`src/rtl/inst_queue_pkg.sv`:
```
// Shared constants for the fetch/decode instruction buffer.
package inst_queue_pkg;

    localparam logic        RstEnable      = 1'b1;
    localparam logic        Stop           = 1'b1;
    localparam logic        NoStop         = 1'b0;
    localparam logic        Valid          = 1'b1;
    localparam logic        InValid        = 1'b0;
    localparam int unsigned InstAddrBus    = 32;
    localparam int unsigned InstBus        = 32;
    localparam int unsigned RegBus         = 32;
    localparam logic [31:0] ZeroWord       = 32'h0;
    localparam int unsigned InstQueueDepth = 4;
    // Bit of the CTRL stall vector that freezes the ID stage.
    localparam int unsigned StallIdBit     = 2;

endpackage

```
`src/rtl/inst_queue_sync_fifo.sv`:
```
// Single-clock FIFO with occupancy counter; the counter is the only
// source of full/empty, the pointers simply wrap.
module sync_fifo #(
    parameter int unsigned WIDTH = 96,
    parameter int unsigned DEPTH = 4
) (
    input  logic                       clk,
    input  logic                       rst,
    input  logic                       clear,
    input  logic                       push,
    input  logic                       pop,
    input  logic [WIDTH-1:0]           wdata,
    output logic [WIDTH-1:0]           rdata,
    output logic [$clog2(DEPTH):0]     count,
    output logic                       full,
    output logic                       empty
);

    localparam int unsigned PTR_W = $clog2(DEPTH);
    localparam int unsigned CNT_W = PTR_W + 1;

    logic [WIDTH-1:0] mem [DEPTH];
    logic [PTR_W-1:0] wr_ptr;
    logic [PTR_W-1:0] rd_ptr;
    logic             do_push;
    logic             do_pop;

    assign full    = (count == CNT_W'(DEPTH));
    assign empty   = (count == '0);
    assign do_push = push & ~full;
    assign do_pop  = pop & ~empty;
    assign rdata   = mem[rd_ptr];

    // Pointer and occupancy bookkeeping; clear drops every entry.
    always_ff @(posedge clk) begin
        if (rst || clear) begin
            wr_ptr <= '0;
            rd_ptr <= '0;
            count  <= '0;
        end else begin
            if (do_push) wr_ptr <= wr_ptr + 1'b1;
            if (do_pop)  rd_ptr <= rd_ptr + 1'b1;
            if (do_push && !do_pop)      count <= count + 1'b1;
            else if (do_pop && !do_push) count <= count - 1'b1;
        end
    end

    // Storage array write.
    always_ff @(posedge clk) begin
        if (do_push && !rst && !clear) mem[wr_ptr] <= wdata;
    end

endmodule

```
`src/rtl/inst_queue.sv`:
```
// IF/ID instruction buffer: FIFO of {pc, inst, excepttype} with an
// empty-queue bypass into the registered ID outputs.
module inst_queue
    import inst_queue_pkg::*;
#(
    parameter int unsigned DEPTH     = InstQueueDepth,
    parameter int unsigned ADDR_W    = InstAddrBus,
    parameter int unsigned INST_W    = InstBus,
    parameter int unsigned EXC_W     = RegBus,
    parameter int unsigned AF_MARGIN = 1
) (
    input  logic                     clk,
    input  logic                     rst,
    input  logic                     flush,
    input  logic [5:0]               stall,
    input  logic                     inst_valid,
    input  logic [ADDR_W-1:0]        if_pc,
    input  logic [INST_W-1:0]        if_inst,
    input  logic [EXC_W-1:0]         pc_excepttype,
    input  logic                     branch_flag,
    input  logic                     pc_ready,
    output logic                     inst_ready,
    output logic                     full,
    output logic                     empty,
    output logic                     almost_full,
    output logic [$clog2(DEPTH):0]   count,
    output logic [ADDR_W-1:0]        id_pc,
    output logic [INST_W-1:0]        id_inst,
    output logic [EXC_W-1:0]         id_excepttype,
    output logic                     stallreq_for_if,
    output logic                     stallreq_for_ex
);

    localparam int unsigned WIDTH = ADDR_W + INST_W + EXC_W;
    localparam int unsigned CNT_W = $clog2(DEPTH) + 1;

    logic             enq;
    logic             adv;
    logic             bypass;
    logic             push;
    logic             pop;
    logic [WIDTH-1:0] head;
    logic             unused_stall;

    assign unused_stall = ^{stall[5:StallIdBit+1], stall[StallIdBit-1:0]};

    assign inst_ready  = ~full;
    assign almost_full = (count >= CNT_W'(DEPTH - AF_MARGIN));

    assign enq    = inst_valid & inst_ready & ~flush;
    assign adv    = (stall[StallIdBit] == NoStop) & ~flush;
    assign pop    = adv & ~empty;
    assign bypass = adv & empty & enq;
    assign push   = enq & ~bypass;

    sync_fifo #(
        .WIDTH (WIDTH),
        .DEPTH (DEPTH)
    ) u_fifo (
        .clk   (clk),
        .rst   (rst),
        .clear (flush),
        .push  (push),
        .pop   (pop),
        .wdata ({if_pc, if_inst, pc_excepttype}),
        .rdata (head),
        .count (count),
        .full  (full),
        .empty (empty)
    );

    // ID output register: queue head first, then bypass, else bubble; held while ID stalls.
    always_ff @(posedge clk) begin
        if (rst == RstEnable || flush) begin
            id_pc         <= '0;
            id_inst       <= '0;
            id_excepttype <= '0;
        end else if (adv) begin
            if (!empty) begin
                {id_pc, id_inst, id_excepttype} <= head;
            end else if (enq) begin
                id_pc         <= if_pc;
                id_inst       <= if_inst;
                id_excepttype <= pc_excepttype;
            end else begin
                id_pc         <= '0;
                id_inst       <= '0;
                id_excepttype <= '0;
            end
        end
    end

    // Stall requests are combinational so CTRL reacts in the same cycle.
    always_comb begin
        stallreq_for_if = (rst != RstEnable) & empty & ~inst_valid;
        stallreq_for_ex = (rst != RstEnable) & branch_flag & ~pc_ready;
    end

endmodule
```
`config.mk`:
```
export PLATFORM = sky130hd
export DESIGN_NAME = inst_queue
export DESIGN_NICKNAME = d
export VERILOG_FILES = /design/src/rtl/inst_queue_pkg.sv /design/src/rtl/inst_queue_sync_fifo.sv /design/src/rtl/inst_queue.sv
export SDC_FILE = /design/constraint.sdc
export NUM_CORES = 1
export LEC_CHECK = 0
export ABC_AREA = 1
export CAP_MARGIN = 10
export CORE_UTILIZATION = 55
export DETAILED_ROUTE_END_ITERATION = 8
export GPL_TIMING_DRIVEN = 0
export PLACE_DENSITY = 0.77
export SYNTH_ARGS = -nofsm -noshare
export SYNTH_HDL_FRONTEND = slang
export SYNTH_SLANG_ARGS = --single-unit
export TNS_END_PERCENT = 1
```
`constraint.sdc`:
```
create_clock -name clk -period 7.5 [get_ports clk]
set_clock_uncertainty 0.2 [all_clocks]
set_input_delay 1.125 -clock clk [delete_from_list [all_inputs] [get_ports clk]]
set_output_delay 1.125 -clock clk [all_outputs]
set_load 0.05 [all_outputs]
```
==> results of run 1 <==
==> final cells by class <==
class                      instances  area [sq um]
antenna                            1         2.502
buffer                           114         544.3
inverter                         137         514.2
timing repair buffer             220          2347
multi-input combinational       1110          4901
clock buffer                      63          1381
sequential                       489         13630
clock inverter                    26         254.0
tap                              455         569.3
fill                            2472         10650
==> through the flow <==
| step | setup TNS (ps) | power (mW) | hold WS, ps | instances |
|---|---|---|---|---|
| floorplan | 0 | 3.186 | 232.9 | 1850 |
| global placement | -1193480 | 3.349 | 250.4 | 2512 |
| detailed placement | 0 | 3.356 | 265.4 | 2525 |
| CTS | 0 | 5.768 | 275.0 | 2614 |
| global route | 0 | 5.902 | 301.8 | 2614 |
| finish | 0 | 5.761 | 270.6 | 2615 |
==> power by group <==
part	total [mW]	switching, mW	internal (mW)
logic	0.339	0.221	0.117
registers	2.96	0.0125	2.95
clock network	2.46	0.994	1.46
==> registers in the layout, summed over array words and instances, names as in the netlist, named ones only <==
name and flops:
u_fifo.mem 384, id_excepttype 32, id_inst 32, id_pc 32, u_fifo.count 3, u_fifo.rd_ptr 2, u_fifo.wr_ptr 2
==> metal layers <==
layer / routed length (um) / part of all wire (%) / up-vias / track usage [%]
met2: 24780 / 50 / 727 / 46.67
met1: 19670 / 39 / 6961 / 36.68
met5: 0 / 0 / - / 0
met3: 4358 / 8.7 / 88 / 3.533
met4: 1085 / 2.2 / 0 / 8.462
li1: - / - / 6786 / -
==> cells by family (layout without fill, tap and decap cells) <==
logic type / count (synthesis) / count (layout)
AO/OA/AOI/OAI: 12 / 12
XOR/XNOR: 1 / 1
adder cells (fa/ha/maj): 6 / 6
buffers and inverters: 251 / 560
flip-flops: 489 / 489
other: 0 / 1
AND/OR/NAND/NOR: 1091 / 1091
==> cells in the final DEF, fill, tap and decap left out, types with 5 or more instances in the layout <==
cell type,count
dfxtp_1,105
bufinv_16,5
nand3_1,473
o21ai_0,6
nor2_4,6
inv_1,135
buf_1,6
ha_1,5
clkbuf_8,6
buf_4,5
clkdlybuf4s50_1,207
clkbuf_1,46
buf_2,60
buf_12,11
nor2_1,10
edfxtp_1,384
clkbuf_16,51
clkinv_1,14
nand2_1,596
==> worst min-delay path, cell delays in order, from the launching register on <==
cell,delay [ps]
dfxtp_1,310
inv_1,50
a21oi_1,60
==> worst max path at each step <==
| stage | to | slack (ps) | cells past startpoint |
|---|---|---|---|
| floorplan | u_fifo.mem[0][0] | 940 | 7 |
| global placement | u_fifo.mem[1][34] | -3180 | 6 |
| detailed placement | u_fifo.mem[1][44] | 2700 | 8 |
| CTS | u_fifo.mem[1][49] | 3210 | 8 |
| global route | u_fifo.mem[1][49] | 3050 | 8 |
| finish | u_fifo.mem[1][49] | 3130 | 8 |
==> impl_metrics.json, run 1 <==
{
  "outcome": "finished, final reports clean",
  "rsz0062_at_grt": "no",
  "firstDrtPassIters": 7,
  "finalWirelength_um": 49900,
  "synth-compound-area-share_pct": 0.3326,
  "root_buffer": "clkbuf_16",
  "period_share_pct": 58.33,
  "ios": 213,
  "r2r_slack_ps": 3880,
  "cts_tree": "yes",
  "ant_nets": 0,
  "synth_xor_area_share_pct": 0.04477,
  "synth_fp_nets": 1964,
  "drc_errors": 0,
  "core_area_sq_um": 34800,
  "crit_slowest_cell": "nor2_4",
  "grt_pass1_wl_um": 76070,
  "htree_levels": 2,
  "synth-edff-count": 384,
  "hold-path-endpoint": "u_fifo.rd_ptr[1]",
  "worst-path-buf-inv": 3,
  "synth_top_flop_cell": "edfxtp_1",
  "tightest_slew_ps": 1275,
  "clock_latency_ps": 550,
  "synthMuxAreaShare_pct": 0,
  "rr_startpoint": "u_fifo.count[0]",
  "synth_top_family_by_area": "simple AND/OR/NAND/NOR gates",
  "path_clk_slew_ps": 60,
  "slowest_delay_ps": 740,
  "pwr_density_cell_nw_per_um2": 238.6,
  "dpl_cell_area_sq_um": 22510,
  "syn_area_sq_um": 19560,
  "min_from": "u_fifo.rd_ptr[1]",
  "drive_gt1_share_pct": 7.503,
  "rows": 68,
  "synthAdderAreaFrac_pct": 0.4221,
  "postSynth.asyncResetShare_pct": 0,
  "synth_area_leaders": "edfxtp_1 (59%), nand3_1 (12%), nand2_1 (11%), dfxtp_1 (11%), inv_1 (2.6%)",
  "synth_commonest_cells": "nand2_1 (596), nand3_1 (473), edfxtp_1 (384)",
  "slew_headroom_pct": 15.02,
  "p_leak_nw": 9.579,
  "synth.top_cell.area_share_pct": 58.94,
  "max_freq_mhz": 228.6,
  "crit_type": "in -> reg",
  "routedWlPerCell_um": 19.08,
  "cts_buffers": 48,
  "viasPerCell": 5.569,
  "ys_ff_latch": 489,
  "crit_chain": "clkdlybuf4s50_1 > nor2_2 > nand2_1 > nor2_1 > nand2_1 > nor2_4 > buf_12 > buf_12",
  "crit_path_start_kind": "input port",
  "cts_setup_buffers": 0,
  "drv_cap": 0,
  "cts_hold_buf": 0,
  "clk_path_buf_depth": 3,
  "synth_most_common_cell": "nand2_1",
  "fp.dieH_um": 190.6,
  "regToRegEndpoint": "u_fifo.mem[1][49]",
  "seq_area_frac_synth_pct": 69.69,
  "ctsResizeCount": 0,
  "crit_path_end_kind": "register",
  "hold_depth": 2,
  "min_path_type": "reg -> reg",
  "crit_fanout": 25,
  "crit_family": "simple AND/OR/NAND/NOR gates",
  "critPathRequiredTime_ps": 7530,
  "fin_area_sq_um": 24150,
  "numClockSinks": 489,
  "gpl.final_weighted_congestion": 0.7914,
  "drv_slew": 0,
  "fin_ws_ps": 3125,
  "grt_usage_pct": 27.40,
  "grt_start_max_net_pins": 30,
  "portBuffers": 207,
  "hold_viol_final": 0,
  "syn_avg_cell_area_sq_um": 10.57,
  "synthCells": 1850,
  "setup_violations": 0,
  "grt-ovfl-total": 0,
  "initial_utilization_pct": 56.22,
  "synthSimpleGateAreaFrac_pct": 24.10,
  "dieArea_sq_um": 36330,
  "dp_hpwl_um": 31840,
  "die_w_um": 190.6,
  "arrival_ps": 4410,
  "period_needed_ps": 4375,
  "ir_drop_mv": 0.2340,
  "grt_pass1_vias": 14110,
  "vias": 14560,
  "nNetsFinal": 2234,
  "crit_start": "flush",
  "utilization_pct": 69.39,
  "ys_warn_count": 0,
  "area_growth_pct": 23.43,
  "synth_area_leader_cell": "edfxtp_1",
  "reg2reg_depth": 9,
  "synth_cell_types": 24,
  "drt_iter0_drc": 1493,
  "preCtsSetupSlack_ps": 2700,
  "antenna_found_initial": 1
}
No activity file was read; power rests on OpenSTA's default activity.
==> inputs of run 2 (changes only) <==
--- a/config.mk
+++ b/config.mk
@@ -7,10 +7,10 @@
 export LEC_CHECK = 0
 export ABC_AREA = 1
 export CAP_MARGIN = 10
-export CORE_UTILIZATION = 55
+export CORE_UTILIZATION = 51
 export DETAILED_ROUTE_END_ITERATION = 8
 export GPL_TIMING_DRIVEN = 0
-export PLACE_DENSITY = 0.77
+export PLACE_DENSITY = 0.75
 export SYNTH_ARGS = -nofsm -noshare
 export SYNTH_HDL_FRONTEND = slang
 export SYNTH_SLANG_ARGS = --single-unit
==> constraint.sdc (replaced) <==
create_clock -name clk -period 4 [get_ports clk]
set_clock_uncertainty 0.2 [all_clocks]
set_input_delay 0.6 -clock clk [delete_from_list [all_inputs] [get_ports clk]]
set_output_delay 0.6 -clock clk [all_outputs]
set_load 0.05 [all_outputs]
==> run 2 against run 1 <==
Register-to-register slack worse by 3600 ps. Global-route usage decreased by 0.75 points. Critical path depth is 3 higher. Combinational power up 90%. Highest routed layer unchanged.
==> impl_metrics.json, run 2 (same netlist as run 1, synthesis figures left out) <==
{
  "tightest_slew_ps": 1311,
  "pwr_density_cell_nw_per_um2": 446.8,
  "arrival_ps": 3880,
  "ant_nets": 0,
  "drv_slew": 0,
  "portBuffers": 207,
  "power_mw": 10.82,
  "max_freq_mhz": 264.1,
  "drc_errors": 0,
  "dp_hpwl_um": 32900,
  "drv_cap": 0,
  "dieArea_sq_um": 39140,
  "final_common_cell": "nand2_1",
  "crit_path_start_kind": "input port",
  "cts_hold_buf": 0,
  "hold_viol_final": 0,
  "viasPerCell": 5.416,
  "core_area_sq_um": 37670,
  "final_cell_mix": "nand2_1 (596), nand3_1 (473), edfxtp_1 (384), clkdlybuf4s50_1 (207), inv_1 (135)",
  "crit_path_end_kind": "register",
  "routedWlPerCell_um": 19.17,
  "grt_usage_pct": 26.65,
  "numClockSinks": 489,
  "clk_path_buf_depth": 3,
  "finalWirelength_um": 51230,
  "register_area_sq_um": 13630,
  "top_register": "u_fifo.mem",
  "period_share_pct": 94.67,
  "largest_reg_flops": 384,
  "cts_setup_buffers": 0,
  "ctsResizeCount": 0,
  "p_leak_nw": 9.583,
  "dpl_cell_area_sq_um": 22610,
  "drt_iter0_drc": 1419,
  "initial_utilization_pct": 51.94,
  "ir_drop_mv": 0.2788,
  "crit_fanout": 21,
  "critPathRequiredTime_ps": 4090,
  "clock_latency_ps": 590,
  "nNetsFinal": 2235,
  "rows": 71,
  "ios": 213,
  "area_growth_pct": 23.82,
  "min_path_type": "reg -> reg",
  "cts_tree": "yes",
  "period_needed_ps": 3787,
  "grt_start_max_net_pins": 31,
  "drive_gt1_share_pct": 7.682,
  "path_clk_slew_ps": 60,
  "fill_cells": 2863,
  "outcome": "finished, final reports clean",
  "slew_headroom_pct": 12.60,
  "fp.dieH_um": 197.9,
  "gpl.final_weighted_congestion": 0.8318,
  "die_w_um": 197.9,
  "grt_pass1_wl_um": 78540,
  "antenna_found_initial": 0,
  "vias": 14480,
  "root_buffer": "clkbuf_16",
  "fin_area_sq_um": 24220,
  "grt_pass1_vias": 14370,
  "htree_levels": 2,
  "multi_input_area_sq_um": 4901,
  "crit_type": "in -> reg",
  "cts_buffers": 48,
  "firstDrtPassIters": 5,
  "grt-ovfl-total": 0,
  "rsz0062_at_grt": "no",
  "utilization_pct": 64.31,
  "setup_violations": 0
}
## run 2: cell count changes in the layout (fill, tap and decap cells not counted)
| cell | before | now |
|---|---|---|
| clkinv_1 | 14 | 9 |
| clkbuf_1 | 46 | 49 |
| clkinv_2 | 4 | 7 |
| clkbuf_16 | 51 | 49 |
| clkbuf_8 | 6 | 4 |
| clkinv_4 | 0 | 2 |
| inv_6 | 0 | 2 |
| buf_16 | 2 | 3 |
| bufinv_16 | 5 | 6 |
| clkinv_8 | 1 | 0 |
## run 2: metal layers
layer | routed length, um | GRT usage [%]
met4 | 1418 | 11.05
met5 | 0 | 0
met2 | 25290 | 45.19
met1 | 20040 | 34.02
met3 | 4486 | 4.394
## run 2: path summary, 6_finish.rpt
check	startpoint	end	slack [ps]	cells after the start
setup reg to reg	u_fifo.count[2]	u_fifo.mem[0][95]	300	10
setup / recovery	flush	u_fifo.mem[0][95]	210	11
hold / removal	u_fifo.rd_ptr[1]	register	290	2
hold reg to reg	u_fifo.rd_ptr[1]	register	290	2
## run 2: critical path: stages
cell and delay, ps:
clkdlybuf4s50_1 560, inv_2 50, nand2_2 280, nor2_4 220, buf_6 210, nor2_1 280, nand2_1 300, nor2_4 650
buf_12 280, buf_16 200, buf_16 180
## run 2: power by group
part           leakage [nW]  total, mW  internal [mW]  switching [mW]
Combinational          4.48      0.643          0.223           0.419
Sequential             4.31       5.56           5.53          0.0236
Clock                 0.787       4.62           2.71            1.91
## run 2: layout make-up
| type | instances | area share (%) |
|---|---|---|
| Clock buffer | 62 | 5.429 |
| Buffer | 114 | 2.247 |
| Timing Repair Buffer | 221 | 9.804 |
| Sequential cell | 489 | 56.28 |
| Antenna cell | 1 | 0.01033 |
| Inverter | 137 | 2.123 |
| Tap cell | 511 | 2.639 |
| Clock inverter | 28 | 1.235 |
| Multi-Input combinational cell | 1110 | 20.23 |
## run 2: through the flow
step / setup WS (ps) / setup TNS (ps) / instances / hold slack, ps
final: 213.2 / 0 / 2673 / 293.7
after global routing: 138.2 / 0 / 2672 / 317.0
after CTS: 247.2 / 0 / 2672 / 288.1
after detailed placement: -313.1 / -19950 / 2582 / 266.0
after global placement: -3405 / -1293740 / 2568 / 243.4
after floorplan: -927.3 / -356090 / 1850 / 232.9
==> inputs of run 3 (changes only) <==
--- a/config.mk
+++ b/config.mk
@@ -6,7 +6,7 @@
 export NUM_CORES = 1
 export LEC_CHECK = 0
 export ABC_AREA = 1
-export CAP_MARGIN = 10
+export CAP_MARGIN = 5
 export CORE_UTILIZATION = 51
 export DETAILED_ROUTE_END_ITERATION = 8
 export GPL_TIMING_DRIVEN = 0
==> run 3 against run 2 <==
Sequential power about the same. Die area unchanged. Total power increased by 2.7%. Largest cell class unchanged. Final area increased by 0.53%. Hold slack got worse by 19 ps. Sequential share of layout area decreased by 0.30 points. Final cell count unchanged. Clock-buffer cell count increased by 2.
==> impl_metrics.json, run 3 (same netlist as run 1, synthesis figures left out) <==
{
  "crit_fanout": 21,
  "fp.dieH_um": 197.9,
  "utilization_pct": 64.65,
  "drive_gt1_share_pct": 8.052,
  "dp_hpwl_um": 32900,
  "arrival_ps": 3860,
  "swShare_pct": 21.39,
  "clock_latency_ps": 590,
  "routedWlPerCell_um": 19.25,
  "wl_met1_um": 20170,
  "antenna_found_initial": 0,
  "cts_setup_buffers": 0,
  "outcome": "finished, final reports clean",
  "htree_levels": 2,
  "die_w_um": 197.9,
  "rsz0062_at_grt": "no",
  "crit_start": "flush",
  "final_common_cell": "nand2_1",
  "cts_tree": "yes",
  "met2_length_um": 25240,
  "viasPerCell": 5.434,
  "drv_slew": 0,
  "ctsResizeCount": 0,
  "slew_headroom_pct": 10.22,
  "regToRegEndpoint": "u_fifo.mem[0][95]",
  "finalSetupTns_ps": 0,
  "rows": 71,
  "grt_usage_pct": 26.86,
  "min_path_type": "reg -> reg",
  "rr_startpoint": "u_fifo.count[2]",
  "initial_utilization_pct": 51.94,
  "grt_pass1_wl_um": 79160,
  "pwr_density_cell_nw_per_um2": 456.4,
  "clk_path_buf_depth": 3,
  "drv_cap": 0,
  "vias": 14520,
  "comb_power_share_pct": 5.8,
  "root_buffer": "clkbuf_16",
  "tightest_slew_ps": 1347,
  "portBuffers": 207,
  "critPathRequiredTime_ps": 4080,
  "ios": 213,
  "numClockSinks": 489,
  "gpl.final_weighted_congestion": 0.8318,
  "highest_layer": "met4",
  "drc_errors": 0,
  "top_register": "u_fifo.mem",
  "core_area_sq_um": 37670,
  "final_cell_mix": "nand2_1 (596), nand3_1 (473), edfxtp_1 (384), clkdlybuf4s50_1 (207), inv_1 (135)",
  "hold_viol_final": 0,
  "crit_type": "in -> reg",
  "period_needed_ps": 3783,
  "grt-ovfl-total": 0,
  "clkPwrFrac_pct": 44.2,
  "path_clk_slew_ps": 60,
  "p_leak_nw": 9.648,
  "fin_ws_ps": 217.3,
  "reg2reg_depth": 10,
  "crit_path_start_kind": "input port",
  "firstDrtPassIters": 6,
  "largest_reg_flops": 384,
  "setup_violations": 0,
  "max_freq_mhz": 264.4,
  "drt_iter0_drc": 1620,
  "r2r_slack_ps": 330,
  "cts_buffers": 48,
  "preCtsSetupSlack_ps": -311.7,
  "cts_hold_buf": 0,
  "grt_start_max_net_pins": 31,
  "grt_pass1_vias": 14190,
  "endpoint": "u_fifo.mem[0][95]",
  "p_seq_share_pct": 50.0,
  "period_share_pct": 94.57,
  "wl_met3_um": 4544,
  "ant_nets": 0,
  "p_int_mw": 8.736,
  "crit_path_end_kind": "register",
  "dieArea_sq_um": 39140,
  "nNetsFinal": 2235,
  "finalWirelength_um": 51450,
  "ir_drop_mv": 0.2921,
  "p_sw_mw": 2.377,
  "area_growth_pct": 24.48
}
==> run 3: changes by cell type in the layout (fill, tap and decap cells not counted), sizes merged <==
cell      previous run  this run
clkinv              18        13
bufinv               6         8
clkbuf             102       104
clkinvlp             2         3
==> run 3: final cells by class <==
cell class / count / area (sq um)
Antenna cell: 1 / 2.502
Inverter: 137 / 514.2
Clock inverter: 26 / 345.3
Tap cell: 511 / 639.4
Timing Repair Buffer: 221 / 2375
Buffer: 114 / 544.3
Fill cell: 2850 / 13320
Clock buffer: 64 / 1396
Multi-Input combinational cell: 1110 / 4901
Sequential cell: 489 / 13630
==> run 3: metrics by stage <==
stage | hold slack [ps] | instances | instance area [sq um] | power (mW)
finish | 274.9 | 2673 | 24350 | 11.11
floorplan | 232.9 | 1850 | 19570 | 5.972
CTS | 275.3 | 2672 | 24350 | 11.15
global placement | 243.4 | 2568 | 22280 | 6.277
global route | 304.4 | 2672 | 24350 | 11.41
detailed placement | 266.0 | 2582 | 22610 | 6.303
==> run 3: worst max-delay path, cell delays in order <==
cell and delay (ps):
clkdlybuf4s50_1 510, nor2_2 610, nand2_1 210, nor2_1 310, nand2_1 300, nor2_4 630, buf_12 270, buf_16 200
buf_16 190
==> run 3: worst min-delay path by stage <==
stage | to | slack [ps] | depth (start not counted) | startpoint
after floorplan | register | 230 | 2 | u_fifo.rd_ptr[1]
after global placement | register | 240 | 2 | u_fifo.rd_ptr[1]
after detailed placement | u_fifo.rd_ptr[1] | 270 | 2 | u_fifo.rd_ptr[1]
after CTS | u_fifo.rd_ptr[1] | 280 | 2 | u_fifo.rd_ptr[1]
after global routing | u_fifo.rd_ptr[1] | 300 | 2 | u_fifo.rd_ptr[1]
final | u_fifo.rd_ptr[1] | 270 | 2 | u_fifo.rd_ptr[1]
==> run 3: power by group through the flow <==
stage | registers [mW] | clock network [mW] | logic (mW)
after CTS | 5.56 | 4.96 | 0.642
after global routing | 5.56 | 5.16 | 0.692
after global placement | 5.67 | 0 | 0.607
after floorplan | 5.73 | 0 | 0.246
final | 5.56 | 4.91 | 0.644
after detailed placement | 5.67 | 0 | 0.637
==> run 3: layer usage <==
metal | GRT usage, % | vias to the layer above
met3 | 4.224 | 103
met2 | 45.20 | 715
met1 | 35.21 | 6902
li1 | - | 6804
met4 | 9.934 | 0
met5 | 0 | -
